### config.mk
export PLATFORM = sky130hd
export DESIGN_NAME = wrr_burst_arb
export DESIGN_NICKNAME = d
export VERILOG_FILES = /design/src/rtl/arb_pkg.sv /design/src/rtl/rr_pick.sv /design/src/rtl/wrr_burst_arb.sv
export SDC_FILE = /design/constraint.sdc
export NUM_CORES = 1
export LEC_CHECK = 0
export ABC_AREA = 0
export CAP_MARGIN = 20
export CORE_ASPECT_RATIO = 1.1
export CORE_MARGIN = 2
export CORE_UTILIZATION = 63
export DETAILED_ROUTE_END_ITERATION = 8
export GPL_TIMING_DRIVEN = 0
export HOLD_SLACK_MARGIN = 0.1
export PLACE_DENSITY = 0.86
export SYNTH_ARGS = -nofsm -noshare
export SYNTH_HDL_FRONTEND = slang
export SYNTH_SLANG_ARGS = --single-unit
### constraint.sdc
create_clock -name clk -period 7.9 [get_ports clk]
set_input_delay 1.185 -clock clk [delete_from_list [all_inputs] [get_ports clk]]
set_output_delay 1.185 -clock clk [all_outputs]
set_load 0.03 [all_outputs]
### src/rtl/arb_pkg.sv
// Shared types and helpers for the weighted round-robin burst arbiter.
// Latency: n/a (declarations only).
// Backpressure: n/a.
package arb_pkg;

  typedef enum logic {
    IDLE = 1'b0,
    BUSY = 1'b1
  } state_t;

  localparam int N_DEF = 4;
  localparam int IDW   = $clog2(N_DEF);

  function automatic int onehot2idx(input logic [31:0] oh);
    int r;
    r = 0;
    for (int i = 0; i < 32; i++) begin
      if (oh[i]) r = i;
    end
    return r;
  endfunction

endpackage

### src/rtl/rr_pick.sv
// Rotating-priority encoder: first set bit of vec at or after ptr, wrapping.
// Latency: combinational.
// Backpressure: none.
module rr_pick
  import arb_pkg::*;
#(
  parameter int N  = N_DEF,
  parameter int IW = IDW
) (
  input  logic [N-1:0]  vec,
  input  logic [IW-1:0] ptr,
  output logic          hit,
  output logic [IW-1:0] idx,
  output logic [N-1:0]  onehot
);

  // Scan from lowest to highest priority so the highest-priority hit is written last.
  always_comb begin
    onehot = '0;
    for (int k = N - 1; k >= 0; k--) begin
      if (vec[(int'(ptr) + k) % N]) onehot = N'(1) << ((int'(ptr) + k) % N);
    end
    hit = |vec;
    idx = IW'(onehot2idx(32'(onehot)));
  end

endmodule

### src/rtl/wrr_burst_arb.sv
// Weighted round-robin arbiter: winner holds the resource for a whole burst, up to wgt bursts per round.
// Latency: grant one cycle after request sampled in IDLE; one idle bubble between transactions.
// Backpressure: ready low stalls the owner's beats and holds the grant indefinitely.
module wrr_burst_arb
  import arb_pkg::*;
#(
  parameter int N       = 4,
  parameter int WW      = 4,
  parameter int DEF_WGT = 1
) (
  input  logic                 clk,
  input  logic                 rstn,
  input  logic [N-1:0]         req,
  input  logic [N-1:0]         req_last,
  input  logic                 ready,
  output logic [N-1:0]         gnt,
  output logic                 gnt_vld,
  output logic [$clog2(N)-1:0] gnt_id,
  input  logic                 cfg_we,
  input  logic [$clog2(N)-1:0] cfg_idx,
  input  logic [WW-1:0]        cfg_wgt
);

  localparam int IW = $clog2(N);

  state_t        state, state_nx;
  logic [IW-1:0] ptr, ptr_nx, id_nx;
  logic [N-1:0]  gnt_nx;
  logic [WW-1:0] wgt  [N];
  logic [WW-1:0] cred [N];
  logic [N-1:0]  el_c, el_w;
  logic          c_hit, w_hit;
  logic [IW-1:0] c_idx, w_idx;
  logic [N-1:0]  c_oh, w_oh;
  logic          reload, dec, txn_end;
  logic [WW-1:0] cred_dec;

  // A zero weight blocks a requester even if it still holds stale credit.
  always_comb begin
    for (int i = 0; i < N; i++) begin
      el_w[i] = req[i] && (wgt[i] != '0);
      el_c[i] = el_w[i] && (cred[i] != '0);
    end
  end

  rr_pick #(.N(N), .IW(IW)) u_pick_cred (
    .vec(el_c), .ptr(ptr), .hit(c_hit), .idx(c_idx), .onehot(c_oh)
  );

  rr_pick #(.N(N), .IW(IW)) u_pick_wgt (
    .vec(el_w), .ptr(ptr), .hit(w_hit), .idx(w_idx), .onehot(w_oh)
  );

  assign txn_end  = !req[gnt_id] || (ready && req_last[gnt_id]);
  assign cred_dec = (cred[gnt_id] == '0) ? '0 : cred[gnt_id] - 1'b1;

  always_comb begin
    state_nx = state;
    gnt_nx   = gnt;
    id_nx    = gnt_id;
    ptr_nx   = ptr;
    reload   = 1'b0;
    dec      = 1'b0;
    case (state)
      IDLE: begin
        if (c_hit) begin
          state_nx = BUSY;
          gnt_nx   = c_oh;
          id_nx    = c_idx;
        end else if (w_hit) begin
          reload   = 1'b1;
          state_nx = BUSY;
          gnt_nx   = w_oh;
          id_nx    = w_idx;
        end
      end
      BUSY: begin
        if (txn_end) begin
          state_nx = IDLE;
          gnt_nx   = '0;
          dec      = 1'b1;
          if (cred_dec != '0) ptr_nx = gnt_id;
          else if (gnt_id == IW'(N - 1)) ptr_nx = '0;
          else ptr_nx = gnt_id + 1'b1;
        end
      end
      default: state_nx = IDLE;
    endcase
  end

  always_ff @(posedge clk or negedge rstn) begin
    if (!rstn) state <= IDLE;
    else       state <= state_nx;
  end

  always_ff @(posedge clk or negedge rstn) begin
    if (!rstn) begin
      gnt     <= '0;
      gnt_vld <= 1'b0;
      gnt_id  <= '0;
      ptr     <= '0;
    end else begin
      gnt     <= gnt_nx;
      gnt_vld <= |gnt_nx;
      gnt_id  <= id_nx;
      ptr     <= ptr_nx;
    end
  end

  // Reload reads wgt before any same-cycle cfg write lands.
  always_ff @(posedge clk or negedge rstn) begin
    if (!rstn) begin
      for (int i = 0; i < N; i++) begin
        wgt[i]  <= WW'(DEF_WGT);
        cred[i] <= WW'(DEF_WGT);
      end
    end else begin
      if (reload) begin
        for (int i = 0; i < N; i++) cred[i] <= wgt[i];
      end
      if (dec) cred[gnt_id] <= cred_dec;
      if (cfg_we && (int'(cfg_idx) < N)) wgt[cfg_idx] <= cfg_wgt;
    end
  end

endmodule

==> impl_metrics.json, run 1 <==
{
  "status": "completed",
  "n_antenna_cell": 0,
  "initial_core_util_pct": 66.1,
  "routed_wirelength_um": 6990,
  "worst_ep_arrival_time_ps": 3970,
  "regArea_um2": 1060,
  "endpoint": "gnt_id[0]$_DFFE_PN0P_",
  "area_growth_pct": 15.5,
  "worstMarginPinSlew_ps": 978,
  "wire_per_inst_um": 20.0,
  "io_pins": 25,
  "clockBufferDepth": 2,
  "rsz0062_at_grt": "false",
  "path_clk_slew_ps": 90,
  "cts_tree": "done",
  "path_depth": 8,
  "synth_seq_cells": 42,
  "grt_max_degree": 26,
  "synth_top_area_share_pct": 29.6,
  "dieArea_um2": 5120,
  "multi_input_area_um2": 1750,
  "synth_warnings": 0,
  "fp.dieW_um": 68.4,
  "crit_start": "req[0]",
  "drv_slew": 0,
  "crit_type": "in2reg",
  "p_switching_uw": 660,
  "root_buffer": "clkbuf_8",
  "syn-num-nets": 292,
  "r2r-end": "gnt_vld$_DFF_PN0_",
  "vias": 2460,
  "dp_hpwl_um": 5460,
  "p_seq_share_pct": 27.5,
  "clock_skew_ps": 7.59,
  "power_frac_comb_pct": 60.3,
  "max_stage_delay_ps": 600,
  "drt_iter0_drc": 203,
  "synthCells": 263,
  "final_cell_mix": "dfrtp_1 (34), mux2_2 (33), nand2_1 (24), clkdlybuf4s50_1 (23), o21ai_0 (20)",
  "p_per_area_nw_per_um2": 439,
  "crit_slowest_cell": "a221oi_1",
  "cts-resized-gates": 0,
  "start_kind": "input port",
  "switching_share_pct": 45.3,
  "synth_seq_area_share_pct": 36.9,
  "synth_edf_count": 0,
  "post-route-min-period_ps": 3780,
  "fmax_mhz": 264,
  "postCtsHoldBufs": 0,
  "viasPerCell": 7.03,
  "crit_fanout": 6,
  "async_flop_share_pct": 100,
  "die_height_um": 74.8,
  "clockPowerShare_pct": 12.2,
  "path_cells": "clkdlybuf4s50_1 > o41ai_2 > o32ai_1 > mux2i_1 > and2_1 > a221oi_1 > o211ai_1 > o22a_1",
  "port_buffers": 24,
  "ant_nets": 0,
  "grt_pass1_vias": 2408,
  "grt_pass1_wl_um": 11600,
  "ir_drop_mv": 0.231,
  "drive_gt1_share_pct": 23.6,
  "postCtsSetupBuffers": 0,
  "rrSetupSlack_ps": 4780,
  "clock_latency_ps": 300,
  "synth_area_leader_cell": "dfrtp_1",
  "setup-tns-final_ps": 0,
  "nets": 324,
  "leakage_uw": 0.00134,
  "gp_congestion": 0.970,
  "rr_worst_depth": 7,
  "layout_commonest_cell": "dfrtp_1",
  "coreArea_um2": 4350,
  "timing.critical_path.buf_inv": 1,
  "yosys.cell_types.count": 48,
  "synth_area_um2": 2870,
  "grt_overflow": 0,
  "relSlewSlack_pct": 34.2,
  "grt_use_total_pct": 31.2,
  "drt_pass1_iterations": 5,
  "antenna_found_initial": 0,
  "critPathTopFamily": "compound AO/OA/AOI/OAI gates",
  "synth_area_leaders": "dfrtp_1 (30%), mux2_2 (13%), dfstp_2 (7.3%)",
  "drc": 0,
  "min_path_type": "reg2reg",
  "rr_startpoint": "gnt_id[1]$_DFFE_PN0P_",
  "crit_required_ps": 8090,
  "n_fill_cell": 304,
  "period_share_pct": 47.9,
  "htreeDepth": 2,
  "setup_viol": 0,
  "clock_sinks": 42,
  "num_rows": 25,
  "fin_ws_ps": 4120,
  "cts-buffers-inserted": 5,
  "intPower_uw": 797,
  "cp-end-kind": "register",
  "finalHoldViolCount": 0,
  "pre_cts_ws_ps": 3960,
  "drv_cap": 0,
  "synth_flop_cell": "dfrtp_1",
  "postSynthAreaPerCell_um2": 10.9
}
[tightest hold or removal path, stage by stage (launching register included)]
cell and delay, ps:
dfrtp_1 350, nand2_1 50, o311ai_1 110
[layout make-up]
type | count | share of cell area, %
Sequential cell | 42 | 32.0
Multi-Input combinational cell | 205 | 52.7
Inverter | 11 | 1.24
Clock inverter | 1 | 0.905
Buffer | 5 | 0.641
Tap cell | 54 | 2.04
Timing Repair Buffer | 25 | 7.92
Clock buffer | 7 | 2.60
[through the flow]
step / instances / total power [uW] / utilization, % / area, um2 / hold slack (ps)
floorplan: 263 / 1030 / - / 2870 / 540
global placement: 341 / 1230 / 73.2 / 3180 / 515
detailed placement: 342 / 1260 / 73.7 / 3200 / 550
CTS: 350 / 1440 / 76.3 / 3320 / 567
global route: 350 / 1560 / 76.3 / 3320 / 605
finish: 350 / 1460 / 76.3 / 3320 / 560
[Yosys cell counts, types with 2 or more instances]
cell type	count
nor2_1	15
o22ai_1	2
dfstp_2	8
or2_2	3
a211oi_1	4
clkbuf_1	3
nand3b_1	7
mux2i_1	5
dfrtp_1	34
buf_2	2
a21boi_0	4
o32ai_1	4
and3_1	3
a21oi_1	6
inv_1	11
a22oi_1	3
o41a_1	4
mux2_2	33
mux2_1	3
nand2b_1	2
mux4_2	9
nor4_1	5
a221o_1	2
nand2_1	24
o21ai_0	20
nor3b_1	3
o221a_1	2
o22a_1	2
o41ai_2	3
ha_1	11
o41ai_1	4
o211ai_1	6
[power by group through the flow]
stage	registers [uW]	logic [uW]	clock network, uW
floorplan	399	631	0
global placement	397	832	0
detailed placement	400	860	0
CTS	396	868	177
global route	410	962	187
finish	400	878	178
[worst min path at each step]
| stage | slack (ps) | cells past startpoint | start | end |
|---|---|---|---|---|
| finish | 560 | 2 | gnt[1]$_DFF_PN0_ | gnt[1]$_DFF_PN0_ |
| global route | 600 | 2 | gnt[1]$_DFF_PN0_ | gnt[1]$_DFF_PN0_ |
| global placement | 520 | 2 | gnt[1]$_DFF_PN0_ | gnt[1]$_DFF_PN0_ |
| floorplan | 540 | 1 | wgt[3]$_DFFE_PN0P_ | wgt[3]$_DFFE_PN0P_ |
| detailed placement | 550 | 2 | gnt[1]$_DFF_PN0_ | gnt[1]$_DFF_PN0_ |
| CTS | 570 | 2 | gnt[1]$_DFF_PN0_ | gnt[1]$_DFF_PN0_ |
[per-layer routing]
layer	up-vias	track usage [%]	share of wire, %
met5	-	0	0
met4	0	14.7	4.1
met3	31	5.23	5.6
met2	115	54.1	51
met1	1218	37.6	39
li1	1096	-	-
[cells by family after synthesis]
logic type	after synthesis	synth area share, %
flops	42	36.9
compound gates	76	20.8
buf+inv	16	2.18
fa+ha+maj	11	4.79
mux	50	22.9
simple gates	68	12.4
[flip-flops by register name, indices dropped and copies added, names as in the netlist]
register,flops
cred,16
wgt,16
gnt,4
gnt_id,2
ptr,2
gnt_vld,1
state,1
Note: power is estimated with default switching activity, not from simulation.
==> run 2, diff against run 1 <==
--- a/config.mk
+++ b/config.mk
@@ -9,11 +9,11 @@
 export CAP_MARGIN = 20
 export CORE_ASPECT_RATIO = 1.1
 export CORE_MARGIN = 2
-export CORE_UTILIZATION = 63
+export CORE_UTILIZATION = 53
 export DETAILED_ROUTE_END_ITERATION = 8
 export GPL_TIMING_DRIVEN = 0
 export HOLD_SLACK_MARGIN = 0.1
-export PLACE_DENSITY = 0.86
+export PLACE_DENSITY = 0.77
 export SYNTH_ARGS = -nofsm -noshare
 export SYNTH_HDL_FRONTEND = slang
 export SYNTH_SLANG_ARGS = --single-unit
==> constraint.sdc (replaced) <==
create_clock -name clk -period 3.4 [get_ports clk]
set_input_delay 0.51 -clock clk [delete_from_list [all_inputs] [get_ports clk]]
set_output_delay 0.51 -clock clk [all_outputs]
set_load 0.03 [all_outputs]
==> impl_metrics.json, run 2 (same netlist as run 1, synthesis figures left out) <==
{
  "antenna_found_initial": 0,
  "die_height_um": 81.2,
  "grt_max_degree": 27,
  "layout_commonest_cell": "dfrtp_1",
  "setup_viol": 0,
  "clock_latency_ps": 290,
  "postCtsHoldBufs": 0,
  "viasPerCell": 6.30,
  "placedCellCount": 363,
  "crit_required_ps": 3570,
  "root_buffer": "clkbuf_8",
  "drv_cap": 0,
  "max_stage_delay_ps": 610,
  "endpoint": "gnt_vld$_DFF_PN0_",
  "cts-buffers-inserted": 5,
  "drv_slew": 0,
  "crit_start": "gnt_id[1]$_DFFE_PN0P_",
  "htreeDepth": 2,
  "vias": 2339,
  "fp.dieW_um": 74.2,
  "relSlewSlack_pct": 33.2,
  "worst_ep_arrival_time_ps": 3270,
  "cp-end-kind": "register",
  "routed_wirelength_um": 6900,
  "rrSetupSlack_ps": 300,
  "clockBufferDepth": 2,
  "setup-tns-final_ps": 0,
  "r2r-end": "gnt_vld$_DFF_PN0_",
  "coreArea_um2": 5290,
  "wire_per_inst_um": 18.6,
  "grt_overflow": 0,
  "rsz0062_at_grt": "false",
  "final_cells": 371,
  "port_buffers": 24,
  "worstMarginPinSlew_ps": 993,
  "status": "completed",
  "dp_hpwl_um": 5410,
  "grt_use_total_pct": 24.8,
  "nets": 324,
  "clock_sinks": 42,
  "io_pins": 25,
  "placed_cell_area_um2": 3220,
  "grt_pass1_vias": 2288,
  "path_cells": "clkbuf_1 > mux4_2 > nor2_1 > nor2_1 > a22oi_1 > a21boi_2 > or4b_1",
  "cts-resized-gates": 0,
  "n_fill_cell": 425,
  "gp_congestion": 0.902,
  "largest_registers": "cred: 16 flops, wgt: 16 flops, gnt: 4 flops",
  "post-route-min-period_ps": 3100,
  "power.total_uw": 3290,
  "path_depth": 7,
  "leakage_uw": 0.00133,
  "cts_tree": "done",
  "drive_gt1_share_pct": 23.6,
  "regArea_um2": 1060,
  "period_share_pct": 91.2,
  "postCtsSetupBuffers": 0,
  "post-route-util_pct": 62.7,
  "rr_startpoint": "gnt_id[1]$_DFFE_PN0P_",
  "min_path_type": "in2async",
  "crit_top_cell": "nor2_1",
  "start_kind": "register",
  "area_growth_pct": 15.5,
  "ant_nets": 0,
  "drt_pass1_iterations": 4,
  "critPathTopFamily": "simple AND/OR/NAND/NOR gates",
  "timing.critical_path.buf_inv": 1,
  "final_cell_mix": "dfrtp_1 (34), mux2_2 (33), nand2_1 (24), clkdlybuf4s50_1 (23), o21ai_0 (20)",
  "n_antenna_cell": 0,
  "rr_worst_depth": 7,
  "grt_pass1_wl_um": 11100,
  "crit_fanout": 10,
  "num_rows": 28,
  "drc": 0,
  "dieArea_um2": 6030,
  "fmax_mhz": 322,
  "path_clk_slew_ps": 80,
  "multi_input_area_um2": 1750,
  "p_per_area_nw_per_um2": 992,
  "ir_drop_mv": 0.452,
  "crit_type": "reg2reg",
  "initial_core_util_pct": 54.3,
  "finalHoldViolCount": 0,
  "crit_slowest_cell": "mux4_2",
  "clock_skew_ps": 4.07,
  "drt_iter0_drc": 109,
  "finalInstanceArea_um2": 3320
}
## run 2: power by group
part           internal [uW]  switching, uW
sequential               704            233
clock                    168            171
combinational            906           1110
total                   1780           1510
## run 2: area by class of cell
cell class	count	area share [%]
clock buffer	7	2.60
buffer	5	0.641
multi-input combinational	205	52.7
tap	75	2.83
timing repair buffer	25	7.70
sequential	42	32.0
inverter	11	1.24
clock inverter	1	0.264
## run 2: metrics by stage
| step | setup WS [ps] | hold slack, ps |
|---|---|---|
| after floorplan | 534 | 214 |
| final | 299 | 144 |
| after global placement | 103 | 523 |
| after global routing | 52.0 | 157 |
| after detailed placement | 102 | 461 |
| after CTS | 267 | 142 |
## run 2: how the worst min path moves through the flow
stage                                      to  slack, ps  cells after the start
final                      wgt[9]$_DFFE_PN0P_        140                      1
after global routing      wgt[14]$_DFFE_PN0P_        160                      1
after CTS                  wgt[5]$_DFFE_PN0P_        140                      1
after detailed placement   wgt[2]$_DFFE_PN0P_        460                      1
after global placement       gnt[1]$_DFF_PN0_        520                      2
after floorplan            cred[10]$_DFF_PN0_        210                      0
## run 2: per-layer routing
metal	vias up	GRT usage [%]	wire, um
met1	1151	30.3	2820
met3	14	3.60	387
li1	1093	-	-
met5	-	0	0
met2	81	44.0	3560
met4	0	8.91	127
==> run 3, diff against run 2 <==
--- a/config.mk
+++ b/config.mk
@@ -6,7 +6,7 @@
 export NUM_CORES = 1
 export LEC_CHECK = 0
 export ABC_AREA = 0
-export CAP_MARGIN = 20
+export CAP_MARGIN = 15
 export CORE_ASPECT_RATIO = 1.1
 export CORE_MARGIN = 2
 export CORE_UTILIZATION = 53
==> results of run 3 <==
Same layout as run 2: the final DEF is identical, and so are final timing and power.
==> patch 1, RTL diff (flow settings as in run 2) <==
Make the reset (`rstn`) synchronous in 3 clocked blocks.
--- a/src/rtl/wrr_burst_arb.sv
+++ b/src/rtl/wrr_burst_arb.sv
@@ -89,10 +89,10 @@
   end
 
-  always_ff @(posedge clk or negedge rstn) begin
+  always_ff @(posedge clk) begin
     if (!rstn) state <= IDLE;
     else       state <= state_nx;
   end
 
-  always_ff @(posedge clk or negedge rstn) begin
+  always_ff @(posedge clk) begin
     if (!rstn) begin
       gnt     <= '0;
@@ -109,5 +109,5 @@
 
   // Reload reads wgt before any same-cycle cfg write lands.
-  always_ff @(posedge clk or negedge rstn) begin
+  always_ff @(posedge clk) begin
     if (!rstn) begin
       for (int i = 0; i < N; i++) begin
Function: not settled (the Yosys comparison gave no result); the edit may change what the design does.
==> patch 1 against run 2 <==
Clock skew increased by 2.0 ps; critical path depth increased by 1; synthesized area increased by 0.83%; final area about the same; wire length increased by 3.7%; die area increased by 0.79%; sequential cell count increased by 2; worst setup slack improved by 51 ps; critical endpoint is now gnt_id[1]$_SDFFE_PN0P_; largest cell class unchanged.
Power is not compared: it rests on default switching activity, and its combinational part moved more than twofold at a synthesized area within 25%.
==> patch 1: results (changes against run 2) <==
clock buffer depth 2 (unchanged); CP max FO 9 (-1); 1st-pass router iterations 5 (+1); Final nets 328 (+1.2%); largest net degree at the start of global routing 14 (-48%); Worst Path Arrival 3240 ps (-30 ps); initial DRC count 143 (+31%); Port Buf Inserts 24 (unchanged); synth top area cells edfxtp_1 (33%), dfxtp_1 (8.3%), mux4_2 (7.0%), ha_1 (5.2%), mux4_1 (3.6%); Worst Skew 6.08 ps (+2.01 ps); synth warn 0 (unchanged); CTS H-tree depth 2 (unchanged); status finished, final reports clean; top routing layer used met4; first-pass GRT wire length 11400 um (+2.7%); synth cell count leaders edfxtp_1 (32), nand2_1 (25), nor2_1 (25), o21ai_0 (21); Largest regs cred x16, wgt x16, gnt x4; post-DR wirelength/cell 19.1 um (+2.8%); Hold Path Class reg2reg; DR WL met2 3620 um (+1.6%); Post-synth EDFFs 32 (+32); Peak VDD IR 0.252 mV; post-synth cell types 45 (-6.3%); sw power around 0.00068 W; DP HPWL 5690 um (+5.2%); root buf cell clkbuf_8; Post-synth ARST share 0% (-100 points); drt via density 6.46 (+2.5%); clock transition at the registers of the reported paths 80 ps (about the same); M1 WL 2870 um (+1.8%); initial antenna violation count 0 (unchanged); Clock Latency Late Sink 290 ps (about the same); placed instance area 0.00323 mm^2 (+0.27%); met3 routed WL 458 um (+18%); Synth Flop Type edfxtp_1; Worst Tran Pin Value 681 ps (-312 ps); syn nets 297 (+1.7%); Pleak between 1 and 1.5 nW; number of global-route vias before repair 2342 (+2.4%); fraction of layout cells with a size suffix above 1 10.0% (-14 points); sequential fraction of the synthesis area 41.5% (+4.5 points); total core area 0.00533 mm^2 (+0.66%); Final Wtd Congestion 0.885 (-1.9%); Diodes inserted 0 (unchanged); fill count 463 (+8.9%); CTS Buf Count 5 (unchanged); total track usage 25.0% (+0.24 points)
patch 1: cell count changes in the layout (fill, tap and decap cells not counted), moves of 11 or more:
| cell | before | now |
|---|---|---|
| dfrtp_1 | 34 | 0 |
| dfxtp_1 | 0 | 12 |
| mux2_2 | 33 | 2 |
| nand3_1 | 1 | 12 |
| edfxtp_1 | 0 | 32 |
patch 1: logic make-up after synthesis:
kind of cell             Yosys count  share of synthesized area (%)
AO/OA/AOI/OAI                     73                           20.6
buffers and inverters             12                           1.68
adder cells (fa/ha/maj)           12                           5.18
multiplexers                      20                           13.1
AND/OR/NAND/NOR                  106                           17.9
flip-flops                        44                           41.5
patch 1: path summary, 6_finish.rpt:
| check | startpoint | to | slack (ps) | cells after the start |
|---|---|---|---|---|
| max | ptr[1]$_SDFFE_PN0P_ | gnt_id[1]$_SDFFE_PN0P_ | 350 | 8 |
| min | gnt[1]$_SDFF_PN0_ | gnt[1]$_SDFF_PN0_ | 540 | 2 |
| max reg2reg | ptr[1]$_SDFFE_PN0P_ | gnt_id[1]$_SDFFE_PN0P_ | 350 | 8 |
| min reg2reg | gnt[1]$_SDFF_PN0_ | gnt[1]$_SDFF_PN0_ | 540 | 2 |
patch 1: worst max-delay path, cell delays in order, from the launching register on:
cell and delay, ps:
dfxtp_1 550, inv_1 250, ha_1 330, clkbuf_1 280, mux2i_1 560, nor3_1 90, a311oi_1 450, nor3_1 140
a31oi_1 290
patch 1: power groups by stage:
stage / logic, W / registers [W] / clock network [W]
2_1_floorplan: 0.000484 / 0.000769 / 0
3_3_place_gp: 0.000721 / 0.000736 / 0
3_5_place_dp: 0.000733 / 0.000742 / 0
4_1_cts: 0.000738 / 0.000730 / 0.000313
5_1_grt: 0.000812 / 0.000740 / 0.000335
6_report: 0.000749 / 0.000731 / 0.000313
patch 1: cell type report:
class                           count  area [um^2]  area share [%]
Multi-Input combinational cell    211         1650            49.8
Inverter                            7         26.3           0.792
Tap cell                           75         93.8            2.83
Clock inverter                      1         5.00           0.151
Sequential cell                    44         1200            36.2
Buffer                              5         22.5           0.679
Timing Repair Buffer               24          240            7.24
Clock buffer                        7         76.3            2.30
patch 1: layer usage:
metal / vias to the layer above / track usage [%]
li1: 1124 / -
met1: 1168 / 31.6
met2: 108 / 42.3
met3: 16 / 4.29
met4: 0 / 10.4
met5: - / 0
patch 1: metrics by stage:
step	power [W]	util (%)	worst slack (ps)	hold WS, ps	cells
final	0.00179	62.3	349	535	374
after global routing	0.00189	62.3	139	591	374
after CTS	0.00178	62.2	308	541	374
after detailed placement	0.00147	60.7	140	522	366
after global placement	0.00146	60.7	205	508	366
after floorplan	0.00125	-	770	547	267
patch 1: repair_timing:
action	CTS	global route
resized for setup	0	1
setup buffers	0	0
setup endpoints to repair	0	1
==> patch 2, RTL diff (flow settings as in run 2) <==
Made on the original files. The parameter `WW` goes from 4 to 5.
--- a/src/rtl/wrr_burst_arb.sv
+++ b/src/rtl/wrr_burst_arb.sv
@@ -6,5 +6,5 @@
 #(
   parameter int N       = 4,
-  parameter int WW      = 4,
+  parameter int WW      = 5,
   parameter int DEF_WGT = 1
 ) (
Ports: changed (resized cfg_wgt); port bits go from 25 to 26. The function was not compared with the original's and may differ.
==> patch 2 against run 2 <==
Combinational power rose by 22%; final cell count rose by 21%; synthesized area rose by 20%; largest cell class unchanged; worst setup slack got worse by 180 ps; total power rose by 17%; wire length rose by 26%; final area rose by 18%; global-route usage rose by 1.5 points; sequential cell count rose by 8.
==> patch 2: results (changes against run 2) <==
crit-path max cell delay 560 ps (-50 ps); placed cell count 442 (+22%); fill count 541 (+27%); Worst Skew 15.4 ps (+11.4 ps); met3 routed WL 375 um (-3.1%); first-pass GRT wire length 14100 um (+27%); Setup WS pre-CTS -155 ps (-257 ps); Worst Path Arrival 3470 ps (+200 ps); Synth Instances 336 (+28%); largest net degree at the start of global routing 39 (+44%); Largest regs cred x20, wgt x20, gnt x4; Clock Latency Late Sink 320 ps (+30 ps); Peak VDD IR 0.507 mV (+12%); syn nets 367 (+26%); number of global-route vias before repair 2800 (+22%); DP HPWL 6650 um (+23%); R2R depth 10 (+3); WHS 91.9 ps (-52.3 ps); total track usage 26.3% (+1.5 points); CTS Buf Count 5 (unchanged); synth cell count leaders dfrtp_1 (42), mux2_2 (37), nand2_1 (33), o21ai_0 (32), nor2_1 (23); Pleak 1.57 nW (+19%); Rel. slew slack 41.5% (+8.3 points); Critical Path Slowest Stage Cell or4_1; DR WL met2 4360 um (+23%); Post-synth ARST share 100% (unchanged); fraction of layout cells with a size suffix above 1 24.6% (+0.95 points); Port Buf Inserts 25 (+4.2%); CP max FO 13 (+3); sequential fraction of the synthesis area 36.5% (-0.43 points); Vias 2897 (+24%); initial antenna violation count 0 (unchanged); Crit Reg-Reg Endpoint gnt_vld$_DFF_PN0_; worst r2r src ptr[0]$_DFFE_PN0P_; M1 WL 3600 um (+28%); status finished, final reports clean; placed instance area 0.00382 mm^2 (+19%); synth top area cells dfrtp_1 (30%), mux2_2 (12%), dfstp_2 (6.1%), mux4_2 (5.9%), o21ai_0 (4.6%); post-DR wirelength/cell 19.3 um (+4.0%); clock transition at the registers of the reported paths 100 ps (+20 ps); top routing layer used met4; synth warn 0 (unchanged); Final nets 400 (+23%); post-synth cell types 51 (+6.3%); initial DRC count 174 (+60%); Final Wtd Congestion 0.942 (+4.4%); drt via density 6.44 (+2.1%)
patch 2: changes by cell type in the layout (fill, tap and decap cells not counted), sizes merged, moves of 7 or more:
cell   delta
or4      +11
o41ai     -8
nor2      +8
a31oi     +8
o21ai    +17
nand2     +9
dfrtp     +8
a21oi     +7
patch 2: area by class of cell:
| type | instances | area [um^2] | share of cell area [%] |
|---|---|---|---|
| Multi-Input combinational cell | 267 | 2120 | 54.1 |
| Sequential cell | 50 | 1260 | 32.1 |
| Timing Repair Buffer | 26 | 265 | 6.76 |
| Tap cell | 80 | 100 | 2.55 |
| Clock buffer | 5 | 68.8 | 1.75 |
| Buffer | 9 | 43.8 | 1.12 |
| Inverter | 10 | 37.5 | 0.957 |
| Clock inverter | 3 | 25.0 | 0.638 |
patch 2: worst max-delay path, delay by kind of cell, from the launching register on:
family / cells / cell delay [ps]
and+or+nand+nor: 3 / 1230
buffers and inverters: 3 / 640
AOI/OAI and AO/OA: 3 / 500
DFF: 1 / 460
adders and majority gates: 1 / 330
patch 2: worst max path at each step:
stage	cells after the start	to	slack, ps	startpoint
floorplan	10	gnt_vld$_DFF_PN0_	250	ptr[0]$_DFFE_PN0P_
global placement	10	gnt_vld$_DFF_PN0_	-130	ptr[0]$_DFFE_PN0P_
detailed placement	10	gnt_vld$_DFF_PN0_	-160	ptr[0]$_DFFE_PN0P_
CTS	10	gnt_vld$_DFF_PN0_	120	ptr[0]$_DFFE_PN0P_
global route	10	gnt_vld$_DFF_PN0_	-90	ptr[0]$_DFFE_PN0P_
finish	10	gnt_vld$_DFF_PN0_	120	ptr[0]$_DFFE_PN0P_
patch 2: repair_timing:
item / in CTS / in global routing
pin swaps: 0 / 1
resized for setup: 1 / 6
gates cloned: 0 / 0
setup endpoints to repair: 1 / 8
patch 2: cells by family (layout without fill, tap and decap cells):
family / Yosys count / after routing / synth area share, %
mux: 59 / 59 / 23.1
compound gates: 93 / 93 / 17.5
buf+inv: 19 / 53 / 2.25
fa+ha+maj: 12 / 12 / 4.35
xor+xnor: 2 / 2 / 0.507
flops: 50 / 50 / 36.5
simple gates: 101 / 101 / 15.8
patch 2: power breakdown:
group / leakage [nW] / switching [W] / internal [W] / total (W)
sequential: 0.591 / 0.000189 / 0.000833 / 0.00102
combinational: 0.938 / 0.00139 / 0.00107 / 0.00246
clock: 0.0447 / 0.000213 / 0.000149 / 0.000362
patch 2: layer usage:
layer / global-route usage (%) / vias to the layer above
met1: 31.7 / 1427
li1: - / 1355
met2: 45.8 / 89
met5: 0 / -
met3: 3.98 / 26
met4: 12.9 / 0
